[src/rtl/maj_net_seq_pkg.sv]
// Shared types and constants for the majority-network sequencer:
// operand select encoding, node program record, FSM states and the reset program.
package maj_net_seq_pkg;

    localparam int MAX_NODES = 8;

    localparam logic [3:0] SEL_ZERO = 4'd0;
    localparam logic [3:0] SEL_X0   = 4'd1;
    localparam logic [3:0] SEL_W0   = 4'd8;

    typedef struct packed {
        logic       inv_c;
        logic       inv_b;
        logic       inv_a;
        logic [3:0] sel_c;
        logic [3:0] sel_b;
        logic [3:0] sel_a;
    } node_cfg_t;

    typedef enum logic [1:0] {
        ST_IDLE = 2'd0,
        ST_EVAL = 2'd1,
        ST_DONE = 2'd2
    } state_t;

    function automatic logic [3:0] sel_x(input int idx);
        return SEL_X0 + 4'(idx);
    endfunction

    function automatic logic [3:0] sel_w(input int idx);
        return SEL_W0 + 4'(idx);
    endfunction

    function automatic node_cfg_t mk_node(input logic [3:0] a, input logic [3:0] b,
                                          input logic [3:0] c);
        node_cfg_t n;
        n       = '0;
        n.sel_a = a;
        n.sel_b = b;
        n.sel_c = c;
        return n;
    endfunction

    localparam node_cfg_t DEFAULT_PROG [MAX_NODES] = '{
        mk_node(sel_x(0), sel_x(1), sel_x(5)),
        mk_node(sel_x(0), sel_x(2), sel_x(4)),
        mk_node(sel_x(1), sel_x(3), sel_w(1)),
        mk_node(sel_x(0), sel_x(4), sel_x(5)),
        mk_node(sel_x(2), sel_x(6), sel_w(3)),
        mk_node(sel_w(0), sel_w(2), sel_w(4)),
        mk_node(SEL_ZERO, SEL_ZERO, SEL_ZERO),
        mk_node(SEL_ZERO, SEL_ZERO, SEL_ZERO)
    };

endpackage

[src/rtl/maj_net_sequencer_maj3.sv]
// Three-input majority gate, the single shared evaluation unit of the sequencer.
module maj3_unit (
    input  logic a,
    input  logic b,
    input  logic c,
    output logic y
);

    assign y = (a & b) | (a & c) | (b & c);

endmodule

[src/rtl/maj_net_sequencer.sv]
// Programmable majority-network evaluator: one node per cycle through a shared MAJ3.
// Define MAJ_NET_SEQ_INV_EN to enable per-operand complemented edges.
//
// state   | meaning
// --------+------------------------------------------------------------
// ST_IDLE | ready for a vector; program writes allowed
// ST_EVAL | node k evaluated and registered each cycle
// ST_DONE | result presented, held until out_ready
module maj_net_sequencer
    import maj_net_seq_pkg::*;
#(
    parameter int NUM_NODES = 6,
    parameter int NUM_IN    = 7
) (
    input  logic              clk,
    input  logic              rst_n,
    input  logic              in_valid,
    output logic              in_ready,
    input  logic [NUM_IN-1:0] in_x,
    output logic              out_valid,
    input  logic              out_ready,
    output logic              out,
    output logic              busy,
    input  logic              cfg_we,
    input  logic [2:0]        cfg_addr,
    input  logic [14:0]       cfg_data
);

    localparam logic [2:0]           LAST   = 3'(NUM_NODES - 1);
    localparam logic [MAX_NODES-1:0] W_MASK = 8'((1 << NUM_NODES) - 1);

    state_t              state;
    state_t              state_nxt;
    logic [2:0]          k;
    logic [NUM_IN-1:0]   x_reg;
    logic [MAX_NODES-1:0] w;
    logic [11:0]         sel_mem [MAX_NODES];
    logic                accept;
    logic                eval_en;
    logic                cfg_wr;
    node_cfg_t           cfg_in;
    logic [15:0]         src;
    logic [11:0]         cur_sel;
    logic                op_a;
    logic                op_b;
    logic                op_c;
    logic                maj_y;

    always_ff @(posedge clk or negedge rst_n) begin
        if (!rst_n) begin
            state <= ST_IDLE;
        end else begin
            state <= state_nxt;
        end
    end

    always_comb begin
        state_nxt = state;
        in_ready  = 1'b0;
        out_valid = 1'b0;
        busy      = 1'b0;
        accept    = 1'b0;
        eval_en   = 1'b0;
        unique case (state)
            ST_IDLE: begin
                in_ready = 1'b1;
                if (in_valid) begin
                    accept    = 1'b1;
                    state_nxt = ST_EVAL;
                end
            end
            ST_EVAL: begin
                busy    = 1'b1;
                eval_en = 1'b1;
                if (k == LAST) begin
                    state_nxt = ST_DONE;
                end
            end
            ST_DONE: begin
                busy      = 1'b1;
                out_valid = 1'b1;
                if (out_ready) begin
                    state_nxt = ST_IDLE;
                end
            end
            default: state_nxt = ST_IDLE;
        endcase
    end

    // Program is frozen for the whole transaction, including the accepting cycle.
    assign cfg_in = node_cfg_t'(cfg_data);
    assign cfg_wr = cfg_we && (state == ST_IDLE) && !accept && (cfg_addr <= LAST);

    always_ff @(posedge clk or negedge rst_n) begin
        if (!rst_n) begin
            for (int i = 0; i < MAX_NODES; i++) begin
                sel_mem[i] <= {DEFAULT_PROG[i].sel_c, DEFAULT_PROG[i].sel_b,
                               DEFAULT_PROG[i].sel_a};
            end
        end else if (cfg_wr) begin
            sel_mem[cfg_addr] <= {cfg_in.sel_c, cfg_in.sel_b, cfg_in.sel_a};
        end
    end

    // Node registers above NUM_NODES-1 are masked so such selects read 0.
    assign src     = {w & W_MASK, x_reg, 1'b0};
    assign cur_sel = sel_mem[k];

`ifdef MAJ_NET_SEQ_INV_EN
    logic [2:0] inv_mem [MAX_NODES];

    always_ff @(posedge clk or negedge rst_n) begin
        if (!rst_n) begin
            for (int i = 0; i < MAX_NODES; i++) begin
                inv_mem[i] <= {DEFAULT_PROG[i].inv_c, DEFAULT_PROG[i].inv_b,
                               DEFAULT_PROG[i].inv_a};
            end
        end else if (cfg_wr) begin
            inv_mem[cfg_addr] <= {cfg_in.inv_c, cfg_in.inv_b, cfg_in.inv_a};
        end
    end

    assign op_a = src[cur_sel[3:0]]  ^ inv_mem[k][0];
    assign op_b = src[cur_sel[7:4]]  ^ inv_mem[k][1];
    assign op_c = src[cur_sel[11:8]] ^ inv_mem[k][2];
`else
    logic unused_inv;
    assign unused_inv = ^{cfg_in.inv_c, cfg_in.inv_b, cfg_in.inv_a};

    assign op_a = src[cur_sel[3:0]];
    assign op_b = src[cur_sel[7:4]];
    assign op_c = src[cur_sel[11:8]];
`endif

    maj3_unit u_maj3 (
        .a (op_a),
        .b (op_b),
        .c (op_c),
        .y (maj_y)
    );

    always_ff @(posedge clk or negedge rst_n) begin
        if (!rst_n) begin
            k     <= '0;
            x_reg <= '0;
            w     <= '0;
        end else if (accept) begin
            k     <= '0;
            x_reg <= in_x;
            w     <= '0;
        end else if (eval_en) begin
            w[k] <= maj_y;
            k    <= (k == LAST) ? 3'd0 : k + 3'd1;
        end
    end

    assign out = w[LAST];

endmodule

[config.mk]
export PLATFORM = sky130hd
export DESIGN_NAME = maj_net_sequencer
export DESIGN_NICKNAME = d
export VERILOG_FILES = /design/src/rtl/maj_net_seq_pkg.sv /design/src/rtl/maj_net_sequencer_maj3.sv /design/src/rtl/maj_net_sequencer.sv
export SDC_FILE = /design/constraint.sdc
export NUM_CORES = 1
export LEC_CHECK = 0
export ABC_AREA = 1
export BUFFER_PORTS_ARGS = -buffer_cell sky130_fd_sc_hd__buf_2
export CORE_MARGIN = 2
export CORE_UTILIZATION = 55
export CTS_CLUSTER_SIZE = 24
export DETAILED_ROUTE_END_ITERATION = 7
export GPL_TIMING_DRIVEN = 0
export HOLD_SLACK_MARGIN = 0.05
export PLACE_DENSITY = 0.74
export SETUP_SLACK_MARGIN = 0.1
export SLEW_MARGIN = 15
export SYNTH_ARGS = -nofsm -noshare
export SYNTH_HDL_FRONTEND = slang
export SYNTH_SLANG_ARGS = --single-unit
export TNS_END_PERCENT = 10
[constraint.sdc]
create_clock -name clk -period 1.9 [get_ports clk]
set_input_delay 0 -clock clk [delete_from_list [all_inputs] [get_ports clk]]
set_output_delay 0 -clock clk [all_outputs]
set_load 0.005 [all_outputs]
[Yosys cells after proc, flatten, opt, wreduce, memory -nomap -nowiden]
Index checks and enable logic that the tools add are counted.
Cells by class
  mux-type cells: 30
  order comparisons: 9
  shift-type cells: 0
  multipliers: 0
  bitwise gates (word level): 7
  divide/modulo/power cells: 0
  add/subtract/negate cells: 1
  eq/ne operators: 6
  reduce and logical (&&, ||, !) cells: 10
Operators by type and width (number)
  $bwmux 96: 1
  $bmux 12 s3: 1
  $demux 12 s3: 1
  $mux 12: 3
  $mux 8: 2
  $lt 4x5->1 const B: 3
  $bmux 1 s4: 3
  $mux 1: 10
  $mux 3: 3
  $bwmux 8: 1
  $ge 4x4->1 const B: 2
  $not 3->4: 2
  $mux 2: 3
  $ne 2x2->1 const B: 3
  $pmux 2 s3: 1
  $logic_and 1x1->1: 5
  $lt 3x4->1 const B: 1
  $lt 4x1->1 const B: 1
  $add 3x1->3 const B: 1
  $and 1x1->1: 3
  $demux 1 s3: 1
  $eq 3x3->1 const B: 1
  $ge 3x1->1 const B: 1
  $le 3x3->1 const B: 1
  8 further kinds: 9
Word-level totals
  memory bits (writable): 0
  latch bits: 0
  input port bits: 30
  flip-flop bits (word level): 116
  memories kept: 0
  output and inout port bits: 4
  ROM bits: 0

[Depth between registers and ports, before layout]
  word-level depth: 12
  mapped depth: 19

[Cells and area by module]
From an unflattened synthesis, not the netlist that was laid out.
Second synthesis, totals
  cell total of the unflattened synthesis: 698
  area, all modules: 5556.6 um^2
By module, submodules not included
  maj_net_sequencer: area an instance 5535.3 um^2, instances 1, cells an instance 694
  maj3_unit: area an instance 21.3 um^2, instances 1, cells an instance 4

[Worst setup path before layout]
OpenSTA, ideal clock, no wires.
  path type: register to register
  start: reg state[0]
  end: reg sel_mem[24] (netlist name)
  library setup time: 0.130 ns
  arrival: 1.779 ns
  clock period less this slack: 1.909 ns
  slack: -0.009 ns
  buffers on the path: 1
  stages on the path, launching flop included: 10
  required time: 1.770 ns
  cells stage by stage: dfrtp_1 inv_1 ha_1 nand2_1 nand3_1 a21oi_1 nand4_1 clkbuf_1 nand2_1 o21ai_0
Between the ends
  cells in the longest elaborated chain, start to end: 5
  elaborated cells on any way between the ends: 6
RTL lines
  start, declared: RTL line maj_net_sequencer.sv:32  | state_t state;
  start signal, assigned: RTL line maj_net_sequencer.sv:53  | state <= state_nxt;
  $logic_not 2->1 *: RTL line maj_net_sequencer.sv:64, maj_net_sequencer.sv:92
  $mux 1: RTL line maj_net_sequencer.sv:64  | unique case (state)
  $logic_not 1->1: RTL line maj_net_sequencer.sv:92  | assign cfg_wr = cfg_we && (state == ST_IDLE) && !accept && (cfg_addr <= LAST);
  $logic_and 1x1->1 * (2 in series): RTL line maj_net_sequencer.sv:92
  end signal, assigned by index: RTL line maj_net_sequencer.sv:97  | sel_mem[i] <= {DEFAULT_PROG[i].sel_c, DEFAULT_PROG[i].sel_b,
  end signal, assigned by index: RTL line maj_net_sequencer.sv:101  | sel_mem[cfg_addr] <= {cfg_in.sel_c, cfg_in.sel_b, cfg_in.sel_a};
  end, declared: RTL line maj_net_sequencer.sv:37  | logic [11:0] sel_mem [MAX_NODES];
Every way passes the cells marked *; elsewhere a longest branch is shown, timed or not.
A chain may end at the register's enable or synchronous reset.

[Worst setup path after layout]
  start: reg k[0]
  end: reg w[4]
Between the ends
  cells in the longest elaborated chain, start to end: 12
  elaborated cells on any way between the ends: 23
RTL lines
  start, declared: RTL line maj_net_sequencer.sv:34  | logic [2:0] k;
  start signal, assigned: RTL line maj_net_sequencer.sv:153  | k <= (k == LAST) ? 3'd0 : k + 3'd1;
  $not 3->4 (implied by the code): RTL line maj_net_sequencer.sv:107  | assign cur_sel = sel_mem[k];
  $bmux 12 s3: RTL line maj_net_sequencer.sv:107
  $mux 12 (implied by the code) (2 in series): RTL line maj_net_sequencer.sv:107
  $bmux 1 s4, on equally long branches: RTL line maj_net_sequencer.sv:130, maj_net_sequencer.sv:131, maj_net_sequencer.sv:132
  $mux 1, on equally long branches: RTL line maj_net_sequencer.sv:130, maj_net_sequencer.sv:131, maj_net_sequencer.sv:132
  $and 1x1->1: RTL line maj_net_sequencer_maj3.sv:9  | assign y = (a & b) | (a & c) | (b & c);
  $or 1x1->1 (2 in series): RTL line maj_net_sequencer_maj3.sv:9
  $bwmux 8 *: RTL line maj_net_sequencer.sv:152  | w[k] <= maj_y;
  $mux 8 *: RTL line maj_net_sequencer.sv:151  | end else if (eval_en) begin
  $mux 8 *: RTL line maj_net_sequencer.sv:147  | end else if (accept) begin
  end signal, assigned by index: RTL line maj_net_sequencer.sv:152
  end, declared: RTL line maj_net_sequencer.sv:36  | logic [MAX_NODES-1:0] w;
Every way passes the cells marked *; elsewhere a longest branch is shown, timed or not. The select of a mux whose other input is x is not followed.

==> impl_metrics.toml <==
[clocking]
insertion_delay_ps = 540
clockBufferDepth = 2
clock_sinks = 114
cts_root_buffer = "clkbuf_8"
cts_buffers = 17
clk_pin_slew_ps = 60
h-tree-depth = 4
cts_tree = "yes"

[setup_path]
reg2reg_slack_ps = -250
crit_chain = "buf_6, buf_8, o21ai_1, nand2_1, nand2_1, nand2_1, nand2_2, nand3_2, nand2_1, nand2_1, nand2_2, nand2_2, nand2_1, nand2_1, nand2_2, nand2_4, a21oi_2"
slowest_stage = "dfrtp_1"
critical-path-top-delay-family = "simple AND/OR/NAND/NOR gates"
crit_path_max_fanout = 8
r2r-start = "k[0]$_DFFE_PN0P_"
cp_num_buf_inv = 2
r2r_end = "w[4]$_DFFE_PN0P_"
end_kind = "register"
worst_setup_path_start_kind = "register"
cp_common_cell = "nand2_1"
cpPeakStageDelay_ps = 370
crit_required_ps = 2370
worstPathArrival_ps = 2620
crit_type = "register to register"
rr_worst_depth = 17

[synth]
synth-main-ff-cell = "dfrtp_1"
synth-edff-count = 0
syn_inst = 715
synth_seq_cells = 114
syn_area_sq_mm = 0.00570
yosysUniqueCellTypes = 32
syn_area_per_cell_sq_um = 7.97
muxShareOfSynthArea_pct = 0
synth_most_common_cell = "nand2_1"
synthAdderAreaFrac_pct = 0.659
synth_sequential_area_ratio_pct = 50.7
syn-num-nets = 748
synth_xor_xnor_area_share_pct = 0
synthArstFlopShare_pct = 100
synth_simple_gate_area_share_pct = 27.5
synthTopCellsByCount = "nand2_1 (240), o21ai_0 (91), dfrtp_1 (83)"
synth_area_leaders = "dfrtp_1 (36%), nand2_1 (16%), dfstp_2 (14%)"
yosys.area.top_type = "dfrtp_1"
synth_compound_area_share_pct = 12.1
synth_top_cell_area_share_pct = 36.5
synth_top_family_by_area = "simple AND/OR/NAND/NOR gates"
yosysWarnings = 0

[detailed_routing]
vias_per_cell = 5.85
drcViolationCount = 0
antenna_left = 0
wl_per_cell_um = 19.2
initialDrtViolationCount = 761
vias = 5684
wirelength_mm = 18.7
first_pass_iters = 8

[layout]
largest_reg_flops = 96
n_antenna_cell = 0
area_growth_pct = 35.9
final-instance-count-excl-fill = 972
fillerInstances = 671
nets = 856
post-route-util_pct = 76.0
drive_gt1_share_pct = 31.9

[sta]
finalMaxSlewViolations = 0
hold_viol_final = 0
setup_viol = 6
finalCritPeriodShare_pct = 113
worstMarginPinSlew_ps = 591
maxSlewHeadroom_pct = 60.6
rsz0062_at_grt = "true"
max_freq_mhz = 465
fin_ws_ps = -253
fin_crit_ps = 2150
holdWs_ps = 39.5
finalClockSkew_ps = 7.72

[run_status]
violations = "setup timing"
status = "complete, but fails checks"

[placement]
dp.cells = 882
place.port_buffers = 30
place.gp.congestion = 0.918
dp_hpwl_mm = 10.6

[floorplanning]
die_area_sq_mm = 0.0112
die_x_um = 106
initial_core_util_pct = 55.9
fp.dieH_um = 106
io_pins = 34
num_rows = 37
core_area_sq_mm = 0.0102

[hold_path]
hp-class = "input pin to asynchronous set/reset pin"

[power_and_ir_drop]
p_leak_nw = 3.75
p_total_mw = 14.6
ir_drop_mv = 1.08
p_per_area_mw_per_mm2 = 1890

[flow_run]
maxCapViolations = 0

[global_routing]
antenna_found_initial = 0
overflow = 0
grt_pass1_wl_mm = 28.2
grt.total_usage_pct = 33.6
grt_start_max_net_pins = 92
grt_pass1_vias = 5652
[layout make-up]
| type | instances | area [sq um] | share of cell area [%] |
|---|---|---|---|
| plain buffers | 53 | 415 | 5.36 |
| flip-flops and latches | 114 | 2890 | 37.3 |
| clock buffers | 22 | 453 | 5.85 |
| inverters | 63 | 251 | 3.25 |
| repair buffers | 89 | 764 | 9.87 |
| multi-input cells | 485 | 2660 | 34.4 |
| well taps | 136 | 170 | 2.20 |
| clock inverters | 10 | 135 | 1.75 |
[per-layer routing]
| metal | up-vias | wire, um | track usage [%] |
|---|---|---|---|
| met5 | - | 0 | 0 |
| met4 | 0 | 902 | 18.8 |
| met3 | 94 | 1710 | 8.04 |
| met2 | 353 | 8970 | 54.2 |
| met1 | 2706 | 7080 | 41.5 |
| li1 | 2531 | - | - |
[cell usage in the layout, fill, tap and decap left out, types with 12 or more instances in the layout]
cell type,count
dfstp_2,31
o21ai_0,34
dfrtp_1,83
nand3_1,60
nand2_4,13
buf_4,22
buf_6,21
dlygate4sd3_1,25
inv_1,57
nand2_2,40
buf_2,33
clkbuf_16,16
clkbuf_1,27
o21ai_2,19
nand2_1,198
o21ai_1,44
nand3_2,12
[power breakdown]
part / switching [mW] / leakage [nW] / internal (mW)
registers: 0.598 / 1.42 / 3.56
logic: 4.51 / 2.04 / 2.79
clock network: 1.13 / 0.289 / 2.06
total: 6.23 / 3.75 / 8.41
[worst register-to-register path, cell delays in order, from the launching register on]
cell and delay [ps]:
dfrtp_1 370, buf_6 160, buf_8 160, o21ai_1 250
nand2_1 90, nand2_1 80, nand2_1 60, nand2_2 140
nand3_2 90, nand2_1 60, nand2_1 60, nand2_2 80
nand2_2 60, nand2_1 60, nand2_1 60, nand2_2 80
nand2_4 90, a21oi_2 140
[cell families (layout without fill, tap and decap cells)]
kind of cell / Yosys count / in the layout
AO/OA/AOI/OAI: 124 / 124
adder cells (fa/ha/maj): 3 / 3
buffers and inverters: 116 / 237
flip-flops: 114 / 114
AND/OR/NAND/NOR: 358 / 358
[worst max path at each step]
stage / start / to / cells after the start
floorplan: k[0]$_DFFE_PN0P_ / w[3]$_DFFE_PN0P_ / 14
global placement: state[0]$_DFFE_PN0P_ / sel_mem[59]$_DFFE_PN0P_ / 9
detailed placement: state[0]$_DFFE_PN0P_ / sel_mem[59]$_DFFE_PN0P_ / 9
CTS: k[0]$_DFFE_PN0P_ / w[5]$_DFFE_PN0P_ / 14
global route: k[0]$_DFFE_PN0P_ / w[4]$_DFFE_PN0P_ / 19
finish: k[0]$_DFFE_PN0P_ / w[4]$_DFFE_PN0P_ / 17
[metrics by stage]
stage / setup slack (ps) / setup TNS (ps) / area (sq um)
after floorplan: 77.6 / 0 / 5720
after global placement: -523 / -64870 / 6040
after detailed placement: -557 / -35290 / 6070
after CTS: -223 / -1280 / 7390
after global routing: -402 / -2470 / 7740
final: -253 / -1470 / 7740
[timing repair]
| item | CTS | global route |
|---|---|---|
| endpoints found under the setup margin | 81 | 79 |
| hold buffers | 26 | 0 |
| gates resized for setup | 67 | 155 |
| setup buffers | 22 | 5 |
| endpoints found under the hold margin | 202 | 0 |
| gates cloned | 4 | 1 |
| pin swaps | 31 | 32 |
Note: power is estimated with default switching activity, not from simulation.
